**src/rtl/addsub_arbiter_if.sv**
```systemverilog
// Request/response bundle for addsub_arbiter: two operand requesters and one
// tagged result consumer. The arbiter connects through the slave modport.
interface addsub_arbiter_if #(
    parameter int WIDTH = 16
);
    // Valid/ready: a transfer happens on a rising clk edge where valid and ready
    // are both 1. Valid must not depend on ready; ready may depend on valid.
    // An unaccepted request may change or drop; the response holds until taken.
    logic             req0_valid;
    logic             req0_ready;
    logic [WIDTH-1:0] req0_a;
    logic [WIDTH-1:0] req0_b;
    logic             req0_sub;
    logic             req0_pad;

    logic             req1_valid;
    logic             req1_ready;
    logic [WIDTH-1:0] req1_a;
    logic [WIDTH-1:0] req1_b;
    logic             req1_sub;
    logic             req1_pad;

    logic             rsp_valid;
    logic             rsp_ready;
    logic             rsp_id;
    logic [WIDTH-1:0] rsp_sum;
    logic             rsp_err;

    modport master (
        output req0_valid, req0_a, req0_b, req0_sub, req0_pad,
        output req1_valid, req1_a, req1_b, req1_sub, req1_pad,
        output rsp_ready,
        input  req0_ready, req1_ready,
        input  rsp_valid, rsp_id, rsp_sum, rsp_err
    );

    modport slave (
        input  req0_valid, req0_a, req0_b, req0_sub, req0_pad,
        input  req1_valid, req1_a, req1_b, req1_sub, req1_pad,
        input  rsp_ready,
        output req0_ready, req1_ready,
        output rsp_valid, rsp_id, rsp_sum, rsp_err
    );
endinterface

```
**src/rtl/addsub_arbiter.sv**
```systemverilog
// Two-requester arbiter sharing one saturating 16-bit add/subtract unit.
// Round-robin by default; define ADDSUB_ARB_FIXED_PRIO_EN for fixed priority (requester 0 wins).
module addsub_arbiter #(
    parameter int WIDTH = 16
) (
    input  logic              clk,
    input  logic              rst_n,
    addsub_arbiter_if.slave   bus,
    output logic              busy,
    output logic [1:0]        state_dbg
);
    typedef enum logic [1:0] {
        IDLE = 2'd0,
        CALC = 2'd1,
        HOLD = 2'd2
    } state_t;

    state_t           state;
    logic             grant;
    logic             accept;
    logic [WIDTH-1:0] a_q;
    logic [WIDTH-1:0] b_q;
    logic             sub_q;
    logic             pad_q;
    logic             id_q;
    logic [WIDTH-1:0] b_eff;
    logic [WIDTH-1:0] raw;
    logic [WIDTH-1:0] result;
    logic             ovf;
`ifndef ADDSUB_ARB_FIXED_PRIO_EN
    logic             last_grant;
`endif

    always_comb begin
        grant = 1'b0;
`ifdef ADDSUB_ARB_FIXED_PRIO_EN
        grant = !bus.req0_valid;
`else
        // On a tie the requester that did not win last time is served.
        if (bus.req0_valid && bus.req1_valid) grant = ~last_grant;
        else                                  grant = !bus.req0_valid;
`endif
    end

    assign bus.req0_ready = (state == IDLE) && bus.req0_valid && !grant && rst_n;
    assign bus.req1_ready = (state == IDLE) && bus.req1_valid &&  grant && rst_n;
    assign accept         = bus.req0_ready || bus.req1_ready;
    assign state_dbg      = state;

    // Subtraction is A + ~B + 1; overflow when the effective operand signs agree
    // and the result sign differs.
    always_comb begin
        b_eff  = sub_q ? ~b_q : b_q;
        raw    = a_q + b_eff + {{(WIDTH-1){1'b0}}, sub_q};
        ovf    = (a_q[WIDTH-1] == b_eff[WIDTH-1]) && (raw[WIDTH-1] != a_q[WIDTH-1]);
        result = raw;
        if (pad_q && ovf)
            result = a_q[WIDTH-1] ? {1'b1, {(WIDTH-1){1'b0}}} : {1'b0, {(WIDTH-1){1'b1}}};
    end

    always_ff @(posedge clk or negedge rst_n) begin
        if (!rst_n) begin
            state         <= IDLE;
            busy          <= 1'b0;
            a_q           <= '0;
            b_q           <= '0;
            sub_q         <= 1'b0;
            pad_q         <= 1'b0;
            id_q          <= 1'b0;
            bus.rsp_valid <= 1'b0;
            bus.rsp_id    <= 1'b0;
            bus.rsp_sum   <= '0;
            bus.rsp_err   <= 1'b0;
`ifndef ADDSUB_ARB_FIXED_PRIO_EN
            last_grant    <= 1'b1;
`endif
        end else begin
            case (state)
                IDLE: begin
                    if (accept) begin
                        a_q   <= grant ? bus.req1_a   : bus.req0_a;
                        b_q   <= grant ? bus.req1_b   : bus.req0_b;
                        sub_q <= grant ? bus.req1_sub : bus.req0_sub;
                        pad_q <= grant ? bus.req1_pad : bus.req0_pad;
                        id_q  <= grant;
`ifndef ADDSUB_ARB_FIXED_PRIO_EN
                        last_grant <= grant;
`endif
                        state <= CALC;
                        busy  <= 1'b1;
                    end
                end
                CALC: begin
                    bus.rsp_sum   <= result;
                    bus.rsp_err   <= ovf;
                    bus.rsp_id    <= id_q;
                    bus.rsp_valid <= 1'b1;
                    state         <= HOLD;
                end
                HOLD: begin
                    if (bus.rsp_ready) begin
                        bus.rsp_valid <= 1'b0;
                        state         <= IDLE;
                        busy          <= 1'b0;
                    end
                end
                default: begin
                    state <= IDLE;
                    busy  <= 1'b0;
                end
            endcase
        end
    end
endmodule

```
**src/flat_wrapper.sv**
```systemverilog
// flat-port wrapper written by rule: the top's interface ports become plain ports
module addsub_arbiter_flat 
#(
    parameter int WIDTH = 16
)
  (clk, rst_n, busy, state_dbg, bus_req0_valid, bus_req0_a, bus_req0_b, bus_req0_sub, bus_req0_pad, bus_req1_valid, bus_req1_a, bus_req1_b, bus_req1_sub, bus_req1_pad, bus_rsp_ready, bus_req0_ready, bus_req1_ready, bus_rsp_valid, bus_rsp_id, bus_rsp_sum, bus_rsp_err);
  addsub_arbiter_if #(.WIDTH(WIDTH)) bus_i ();
  input  logic clk;
  input  logic rst_n;
  output logic busy;
  output logic [1:0] state_dbg;
  input wire logic [$bits(bus_i.req0_valid)-1:0] bus_req0_valid;
  input wire logic [$bits(bus_i.req0_a)-1:0] bus_req0_a;
  input wire logic [$bits(bus_i.req0_b)-1:0] bus_req0_b;
  input wire logic [$bits(bus_i.req0_sub)-1:0] bus_req0_sub;
  input wire logic [$bits(bus_i.req0_pad)-1:0] bus_req0_pad;
  input wire logic [$bits(bus_i.req1_valid)-1:0] bus_req1_valid;
  input wire logic [$bits(bus_i.req1_a)-1:0] bus_req1_a;
  input wire logic [$bits(bus_i.req1_b)-1:0] bus_req1_b;
  input wire logic [$bits(bus_i.req1_sub)-1:0] bus_req1_sub;
  input wire logic [$bits(bus_i.req1_pad)-1:0] bus_req1_pad;
  input wire logic [$bits(bus_i.rsp_ready)-1:0] bus_rsp_ready;
  output wire logic [$bits(bus_i.req0_ready)-1:0] bus_req0_ready;
  output wire logic [$bits(bus_i.req1_ready)-1:0] bus_req1_ready;
  output wire logic [$bits(bus_i.rsp_valid)-1:0] bus_rsp_valid;
  output wire logic [$bits(bus_i.rsp_id)-1:0] bus_rsp_id;
  output wire logic [$bits(bus_i.rsp_sum)-1:0] bus_rsp_sum;
  output wire logic [$bits(bus_i.rsp_err)-1:0] bus_rsp_err;
  assign bus_i.req0_valid = bus_req0_valid;
  assign bus_i.req0_a = bus_req0_a;
  assign bus_i.req0_b = bus_req0_b;
  assign bus_i.req0_sub = bus_req0_sub;
  assign bus_i.req0_pad = bus_req0_pad;
  assign bus_i.req1_valid = bus_req1_valid;
  assign bus_i.req1_a = bus_req1_a;
  assign bus_i.req1_b = bus_req1_b;
  assign bus_i.req1_sub = bus_req1_sub;
  assign bus_i.req1_pad = bus_req1_pad;
  assign bus_i.rsp_ready = bus_rsp_ready;
  assign bus_req0_ready = bus_i.req0_ready;
  assign bus_req1_ready = bus_i.req1_ready;
  assign bus_rsp_valid = bus_i.rsp_valid;
  assign bus_rsp_id = bus_i.rsp_id;
  assign bus_rsp_sum = bus_i.rsp_sum;
  assign bus_rsp_err = bus_i.rsp_err;
  addsub_arbiter #(.WIDTH(WIDTH)) u_core (.clk(clk), .rst_n(rst_n), .bus(bus_i), .busy(busy), .state_dbg(state_dbg));
endmodule
```
**config.mk**
```make
export PLATFORM = sky130hd
export DESIGN_NAME = addsub_arbiter_flat
export DESIGN_NICKNAME = d
export VERILOG_FILES = /design/src/rtl/addsub_arbiter_if.sv /design/src/rtl/addsub_arbiter.sv /design/src/flat_wrapper.sv
export SDC_FILE = /design/constraint.sdc
export NUM_CORES = 1
export LEC_CHECK = 0
export BUFFER_PORTS_ARGS = -buffer_cell sky130_fd_sc_hd__buf_2
export CORE_ASPECT_RATIO = 0.7
export CORE_MARGIN = 2
export CORE_UTILIZATION = 58
export CTS_CLUSTER_DIAMETER = 40
export CTS_CLUSTER_SIZE = 14
export DETAILED_ROUTE_END_ITERATION = 10
export GPL_TIMING_DRIVEN = 0
export HOLD_SLACK_MARGIN = 0.15
export PLACE_DENSITY = 0.86
export SYNTH_ARGS = -nofsm -noshare
export SYNTH_HDL_FRONTEND = slang
export SYNTH_SLANG_ARGS = --single-unit
```
**constraint.sdc**
```tcl
create_clock -name clk -period 8.4 [get_ports clk]
set_input_delay 0.42 -clock clk [delete_from_list [all_inputs] [get_ports clk]]
set_output_delay 0.42 -clock clk [all_outputs]
set_load 0.02 [all_outputs]
```
==> reports/qor.csv, run 1 <==
stage,metric,value,unit
final_layout,"commonest non-fill, non-tap cell in the layout",buf_2,
cts,CTS tree,done,
sta,"Slew Viols, Final",0,
sta,setup TNS,0,ns
cts,post-CTS setup buffer count,0,
synth,simple-gate portion of the synthesized area,0.136,
critical_path,crit-path max cell delay,0.54,ns
final_layout,fill count,502,
sta,Clock Skews,0.00645,ns
sta,slew margin rel.,0.514,
routing,Wirelength per Cell,15.8,um
placed_design,PortBufs,96,
synth,Post-synth EDFFs,0,
routing,# DRC,0,
sta,Final Hold Viols,0,
cts,Clock Latency Late Sink,0.34,ns
status,status,"finished, final reports clean",
final_layout,"commonest non-fill, non-tap cells in the layout","buf_2, nand2_1, dfrtp_1",
synth,main combinational cell family by area after synthesis,compound AO/OA/AOI/OAI gates,
critical_path,WS Path Type,reg -> reg,
synth,Synth cell types,60,
routing,vias per cell,5.73,
synth,synthesized net count,481,
critical_path,Crit-path slowest cell,o311ai_0,
sta,worst slew pin tran,0.729,ns
final_layout,multi-input logic area,2130,um2
sta,worst hold slack,0.130,ns
power_and_ir_drop,VDD IR-drop max,0.201,mV
placed_design,GPL Wtd Cong,0.893,
cts,clock buffer depth,2,
sta,period utilization,0.402,
critical_path,worst-path fanout max,10,
grt,Total Routing Usage GR,0.280,
critical_path,"Arr. time, crit path",3.65,ns
cts,htree depth,3,
routing,vias post-DR,3341,
sta,Fmax,296,MHz
final_layout,Nets,588,
cts,Sink Count,58,
synth,YS warnings,0,
synth,Mapped Cells,393,
final_layout,layout cells sized above 1,0.297,
critical_path,CP Cell Sequence,buf_6 > buf_1 > xor2_1 > fa_1 > a21o_1 > a221oi_1 > nor2_1 > o311ai_0 > nand2_1 > a21oi_4,
synth,syn avg cell area,9.64,um2
die,Die W,101,um
die,Row Count,24,
die,Starting Density,0.604,
power_and_ir_drop,Design Power,2.28,mW
cts,CTS Root Buffer Type,clkbuf_8,
critical_path,endpoint class of the critical path,flip-flop,
synth,top_reg_cell synth,dfrtp_1,
grt,antenna violations before repair,0,
cts,number of buffers created by CTS,9,
final_layout,FF/Latch Area,1450,um2
grt,largest net degree at the start of global routing,60,
synth,post-synthesis compound-gate area fraction,0.214,
final_layout,number of diodes,0,
routing,initial drt markers,221,
cts,post-cts gate resize count,0,
synth,Yosys reg bits,58,
power_and_ir_drop,Leak,2.34,nW
die,area of the die,7200,um2
grt,GR Overflow Total,0,
cts,CTS Hold Bufs,0,
synth,mux cell area share after synthesis,0.0991,
final_layout,Non-Filler Instances,583,
power_and_ir_drop,Pwr Density,501,nW/um2
synth,xor/xnor cell area share of the yosys netlist,0.0624,
critical_path,"Req. time, crit path",8.67,ns
synth,post-synthesis async set-or-reset flop share,1.00,
placed_design,HPWL after detailed placement,7070,um
sta,setup violators final,0,
placed_design,Cells after DPL,567,
sta,setup repair after global routing missed its margin,false,
routing,TritonRoute pass-1 iters,6,
critical_path,startpoint class of the critical path,flip-flop,
final_layout,synth-to-layout area growth,19.8,%
routing,Routed Antenna Nets,0,
routing,WL final,9200,um
grt,first-pass GRT wire length,15700,um
sta,min Tclk post-route,3.38,ns
cts,"CTS clk-pin slew, worst paths",0.07,ns
critical_path,"delay-heaviest family, CP",compound AO/OA/AOI/OAI gates,
synth,synthesized area,3790,um2
grt,number of global-route vias before repair,3295,
die,Core ar.,6280,um2
die,Ports,97,
job,max_cap viols,0,
critical_path,Buf/Inv on CP,2,
die,Die H,71.6,um
synth,post-synthesis adder-cell area fraction,0.0515,
synth,sequential area share after synthesis,0.383,
hold_path,Hold Crit Class,in -> async,
==> where the power goes <==
| group | internal (mW) | switching, mW |
|---|---|---|
| Combinational | 0.636 | 0.920 |
| Sequential | 0.404 | 0.0909 |
| Clock | 0.113 | 0.112 |
==> state kept, by name, summed over array words and instances, names as in the netlist <==
| signal | count |
|---|---|
| u_core.a_q | 16 |
| u_core.b_q | 16 |
| u_core.bus.rsp_err | 1 |
| u_core.bus.rsp_id | 1 |
| u_core.bus.rsp_sum | 16 |
| u_core.bus.rsp_valid | 1 |
| u_core.busy | 1 |
| u_core.id_q | 1 |
| u_core.last_grant | 1 |
| u_core.pad_q | 1 |
| u_core.state_dbg | 2 |
| u_core.sub_q | 1 |
==> layout make-up <==
cell class              instances  area share
repair buffers                 96       0.106
flip-flops and latches         58       0.320
multi-input cells             302       0.470
clock buffers                  11      0.0311
clock inverters                 5     0.00661
well taps                      78      0.0215
inverters                       7     0.00579
plain buffers                  26      0.0386
==> cell usage after synthesis (6+ instances only) <==
master / instances / share of area
ha_1: 14 / 0.046
buf_6: 6 / 0.018
inv_1: 7 / 0.0069
o21ai_0: 48 / 0.063
nor2_1: 19 / 0.019
xor2_1: 20 / 0.046
xnor2_1: 7 / 0.016
a21oi_4: 10 / 0.043
a21oi_1: 13 / 0.017
clkbuf_1: 11 / 0.011
a21o_1: 8 / 0.016
mux2i_1: 35 / 0.092
dfrtp_1: 57 / 0.38
nand2_1: 65 / 0.064
==> stage by stage <==
| step | cell area, um2 | setup slack, ns | util |
|---|---|---|---|
| final | 4540 | 5.02 | 0.723 |
| after CTS | 4540 | 5.09 | 0.723 |
| after global routing | 4540 | 4.72 | 0.723 |
| after global placement | 4370 | 5.20 | 0.696 |
| after floorplan | 3790 | 5.52 | - |
| after detailed placement | 4370 | 5.12 | 0.696 |
==> worst paths after layout <==
check / startpoint / to / slack [ns] / depth (start not counted)
max: u_core.sub_q / u_core.bus.rsp_sum[10] / 5.02 / 10
min: rst_n / u_core.a_q[14] / 0.13 / 1
max reg2reg: u_core.sub_q / u_core.bus.rsp_sum[10] / 5.02 / 10
min reg2reg: u_core.bus.rsp_id / u_core.bus.rsp_id / 0.49 / 2
max in group asynchronous: rst_n / u_core.a_q[3] / 7.78 / 1
min in group clk: bus_rsp_ready / u_core.state_dbg[1] / 0.36 / 4
==> worst reg2reg max path: stages (launching register included) <==
cell,delay (ns)
dfrtp_1,0.35
buf_6,0.15
buf_1,0.50
xor2_1,0.22
fa_1,0.48
a21o_1,0.23
a221oi_1,0.40
nor2_1,0.11
o311ai_0,0.54
nand2_1,0.18
a21oi_4,0.16
==> layer usage <==
layer	up-vias	track usage	share of wire
li1	1606	-	-
met1	1558	0.377	0.45
met2	158	0.441	0.46
met3	19	0.0849	0.076
met4	0	0.0822	0.017
met5	-	0	0
==> cell families (layout without fill, tap and decap cells) <==
family          after synthesis  after routing
mux                          37             37
compound gates              108            108
xor+xnor                     27             27
simple gates                115            115
flops                        58             58
fa+ha+maj                    15             15
buf+inv                      33            145
Power figures use the tool's default switching activity.
==> run 2, diff against run 1 <==
--- a/config.mk
+++ b/config.mk
@@ -8,13 +8,13 @@
 export BUFFER_PORTS_ARGS = -buffer_cell sky130_fd_sc_hd__buf_2
 export CORE_ASPECT_RATIO = 0.7
 export CORE_MARGIN = 2
-export CORE_UTILIZATION = 58
+export CORE_UTILIZATION = 54
 export CTS_CLUSTER_DIAMETER = 40
 export CTS_CLUSTER_SIZE = 14
 export DETAILED_ROUTE_END_ITERATION = 10
 export GPL_TIMING_DRIVEN = 0
 export HOLD_SLACK_MARGIN = 0.15
-export PLACE_DENSITY = 0.86
+export PLACE_DENSITY = 0.81
 export SYNTH_ARGS = -nofsm -noshare
 export SYNTH_HDL_FRONTEND = slang
 export SYNTH_SLANG_ARGS = --single-unit
==> constraint.sdc (replaced) <==
create_clock -name clk -period 3.3 [get_ports clk]
set_input_delay 0.165 -clock clk [delete_from_list [all_inputs] [get_ports clk]]
set_output_delay 0.165 -clock clk [all_outputs]
set_load 0.02 [all_outputs]
==> run 2 against run 1 <==
Net effect: clock power grew to 2.9 times the previous value; routed wire length grew 17%; critical path depth did not move; register-to-register slack got worse by 4.7 ns; die area up 7.0%; critical path type unchanged; critical endpoint is now u_core.bus.rsp_sum[12].
==> reports/qor.csv, run 2 (synthesized netlist as in run 1, its figures left out) <==
stage,metric,value,unit,change
placed_design,PortBufs,96,,unchanged
critical_path,"Arr. time, crit path",3.20,ns,-0.45 ns
final_layout,"commonest non-fill, non-tap cells in the layout","buf_2, nand2_1, dfrtp_1",,
grt,GR Overflow Total,0,,unchanged
critical_path,CP Cell Sequence,buf_6 > mux2i_2 > inv_1 > fa_1 > a21o_1 > a221o_1 > a311o_1 > a21oi_1 > xor2_1 > o22ai_1,,
die,Ports,97,,unchanged
sta,Clock Skews,0.00902,ns,+0.00257 ns
sta,Final Hold Viols,0,,unchanged
final_layout,largest registers,"u_core.a_q x16, u_core.b_q x16, u_core.bus.rsp_sum x16",,
grt,Total Routing Usage GR,0.291,,+0.0111
routing,# DRC,0,,unchanged
grt,largest net degree at the start of global routing,60,,unchanged
sta,slew margin rel.,0.490,,-0.0245
cts,"CTS clk-pin slew, worst paths",0.07,ns,about the same
grt,met1 GRT Util,0.345,,-0.0316
sta,setup repair after global routing missed its margin,false,,
cts,number of buffers created by CTS,9,,unchanged
critical_path,endpoint class of the critical path,flip-flop,,
die,Row Count,25,,+4.2%
die,area of the die,7710,um2,+7.0%
power_and_ir_drop,Leak,2.58,nW,+10%
routing,WL final,10800,um,+17%
die,Die W,104,um,+3.5%
final_layout,layout cells sized above 1,0.268,,-0.0292
sta,worst slew pin tran,0.766,ns,+0.0368 ns
grt,routing usage on met2,0.518,,+0.0761
grt,GR peak layer,met2,,
critical_path,WS Path Type,reg -> reg,,
critical_path,"Req. time, crit path",3.52,ns,-5.15 ns
placed_design,GPL Wtd Cong,0.829,,-7.2%
critical_path,worst-path fanout max,18,,+8
critical_path,"delay-heaviest family, CP",compound AO/OA/AOI/OAI gates,,
critical_path,Crit-path slowest cell,fa_1,,
power_and_ir_drop,VDD IR-drop max,0.474,mV,+140%
power_and_ir_drop,Pwr Density,1160,nW/um2,+130%
cts,post-CTS setup buffer count,0,,unchanged
hold_path,Hold Crit Class,in -> reg,,
critical_path,startpoint class of the critical path,flip-flop,,
routing,Routed Antenna Nets,0,,unchanged
cts,CTS Root Buffer Type,clkbuf_8,,
final_layout,fill count,511,,+1.8%
final_layout,synth-to-layout area growth,35.7,%,
cts,htree depth,3,,unchanged
routing,initial drt markers,165,,-25%
routing,vias per cell,5.52,,-3.7%
grt,GR Layer Usage met3,0.0692,,-0.0156
final_layout,final instance area,5140,um2,+13%
placed_design,HPWL after detailed placement,7280,um,+3.0%
cts,Clock Latency Late Sink,0.35,ns,about the same
cts,CTS tree,done,,
die,Core ar.,6760,um2,+7.7%
die,Starting Density,0.561,,-0.0429
final_layout,number of diodes,0,,unchanged
placed_design,Cells after DPL,583,,+2.8%
routing,TritonRoute pass-1 iters,5,,-1
grt,first-pass GRT wire length,17300,um,+11%
critical_path,Buf/Inv on CP,2,,unchanged
sta,"Slew Viols, Final",0,,unchanged
routing,vias post-DR,3608,,+8.0%
job,max_cap viols,0,,unchanged
sta,Fmax,336,MHz,+13%
final_layout,Nets,643,,+9.4%
sta,setup violators final,0,,unchanged
cts,Sink Count,58,,unchanged
final_layout,Non-Filler Instances,654,,+12%
sta,setup TNS,0,ns,unchanged
grt,number of global-route vias before repair,3740,,+14%
power_and_ir_drop,Design Power,5.95,mW,+160%
final_layout,FF/Latch Area,1450,um2,unchanged
final_layout,"commonest non-fill, non-tap cell in the layout",buf_2,,
sta,worst hold slack,0.150,ns,+0.0195 ns
die,Die H,74.1,um,+3.4%
status,status,"finished, final reports clean",,
cts,clock buffer depth,2,,unchanged
placed_design,placed instance area,4390,um2,+0.46%
grt,antenna violations before repair,0,,unchanged
routing,Wirelength per Cell,16.4,um,+4.2%
final_layout,multi-input logic area,2130,um2,unchanged
sta,min Tclk post-route,2.98,ns,-0.402 ns
sta,period utilization,0.902,,+0.500
critical_path,crit-path max cell delay,0.41,ns,-0.13 ns
==> run 2: worst paths after layout <==
| check | startpoint | to | slack, ns | cells after the start |
|---|---|---|---|---|
| max | u_core.sub_q | u_core.bus.rsp_sum[12] | 0.32 | 10 |
| min | bus_req0_b[0] | u_core.b_q[0] | 0.15 | 3 |
| max reg2reg | u_core.sub_q | u_core.bus.rsp_sum[12] | 0.32 | 10 |
| min reg2reg | u_core.bus.rsp_id | u_core.bus.rsp_id | 0.48 | 2 |
| max in group asynchronous | rst_n | u_core.bus.rsp_sum[1] | 2.34 | 2 |
| min in group asynchronous | rst_n | u_core.a_q[5] | 0.43 | 2 |
==> run 2: worst min-delay path: cells and delay by family <==
family / cells / cell delay, ns
mux: 1 / 0.05
compound gates: 1 / 0.16
buf+inv: 1 / 0.08
==> run 2: final cells by class <==
| cell class | instances | share of cell area |
|---|---|---|
| Tap cell | 94 | 0.0229 |
| Clock inverter | 6 | 0.0131 |
| Inverter | 7 | 0.00511 |
| Timing Repair Buffer | 152 | 0.203 |
| Clock buffer | 10 | 0.0248 |
| Multi-Input combinational cell | 302 | 0.415 |
| Buffer | 25 | 0.0333 |
| Sequential cell | 58 | 0.283 |
==> run 2: timing repair <==
action                                  CTS  global route
hold buffers                             55             1
endpoints found under the hold margin    31            57
endpoints found under the setup margin   13             0
resized for setup                         0             0
==> run 2: routing by layer <==
| metal | share of wire | vias up |
|---|---|---|
| met1 | 0.43 | 1715 |
| met4 | 0.031 | 0 |
| li1 | - | 1722 |
| met5 | 0 | - |
| met2 | 0.48 | 138 |
| met3 | 0.056 | 33 |
==> run 2: where the power goes <==
group          internal [mW]  switching (mW)
logic                   1.69            2.35
registers               1.03           0.230
clock network          0.349           0.305
==> run 2: per-stage QoR <==
step	setup slack [ns]	utilization
after CTS	0.357	0.759
after detailed placement	-0.0339	0.649
final	0.322	0.761
after global routing	0.220	0.761
after global placement	0.0248	0.649
after floorplan	0.420	-
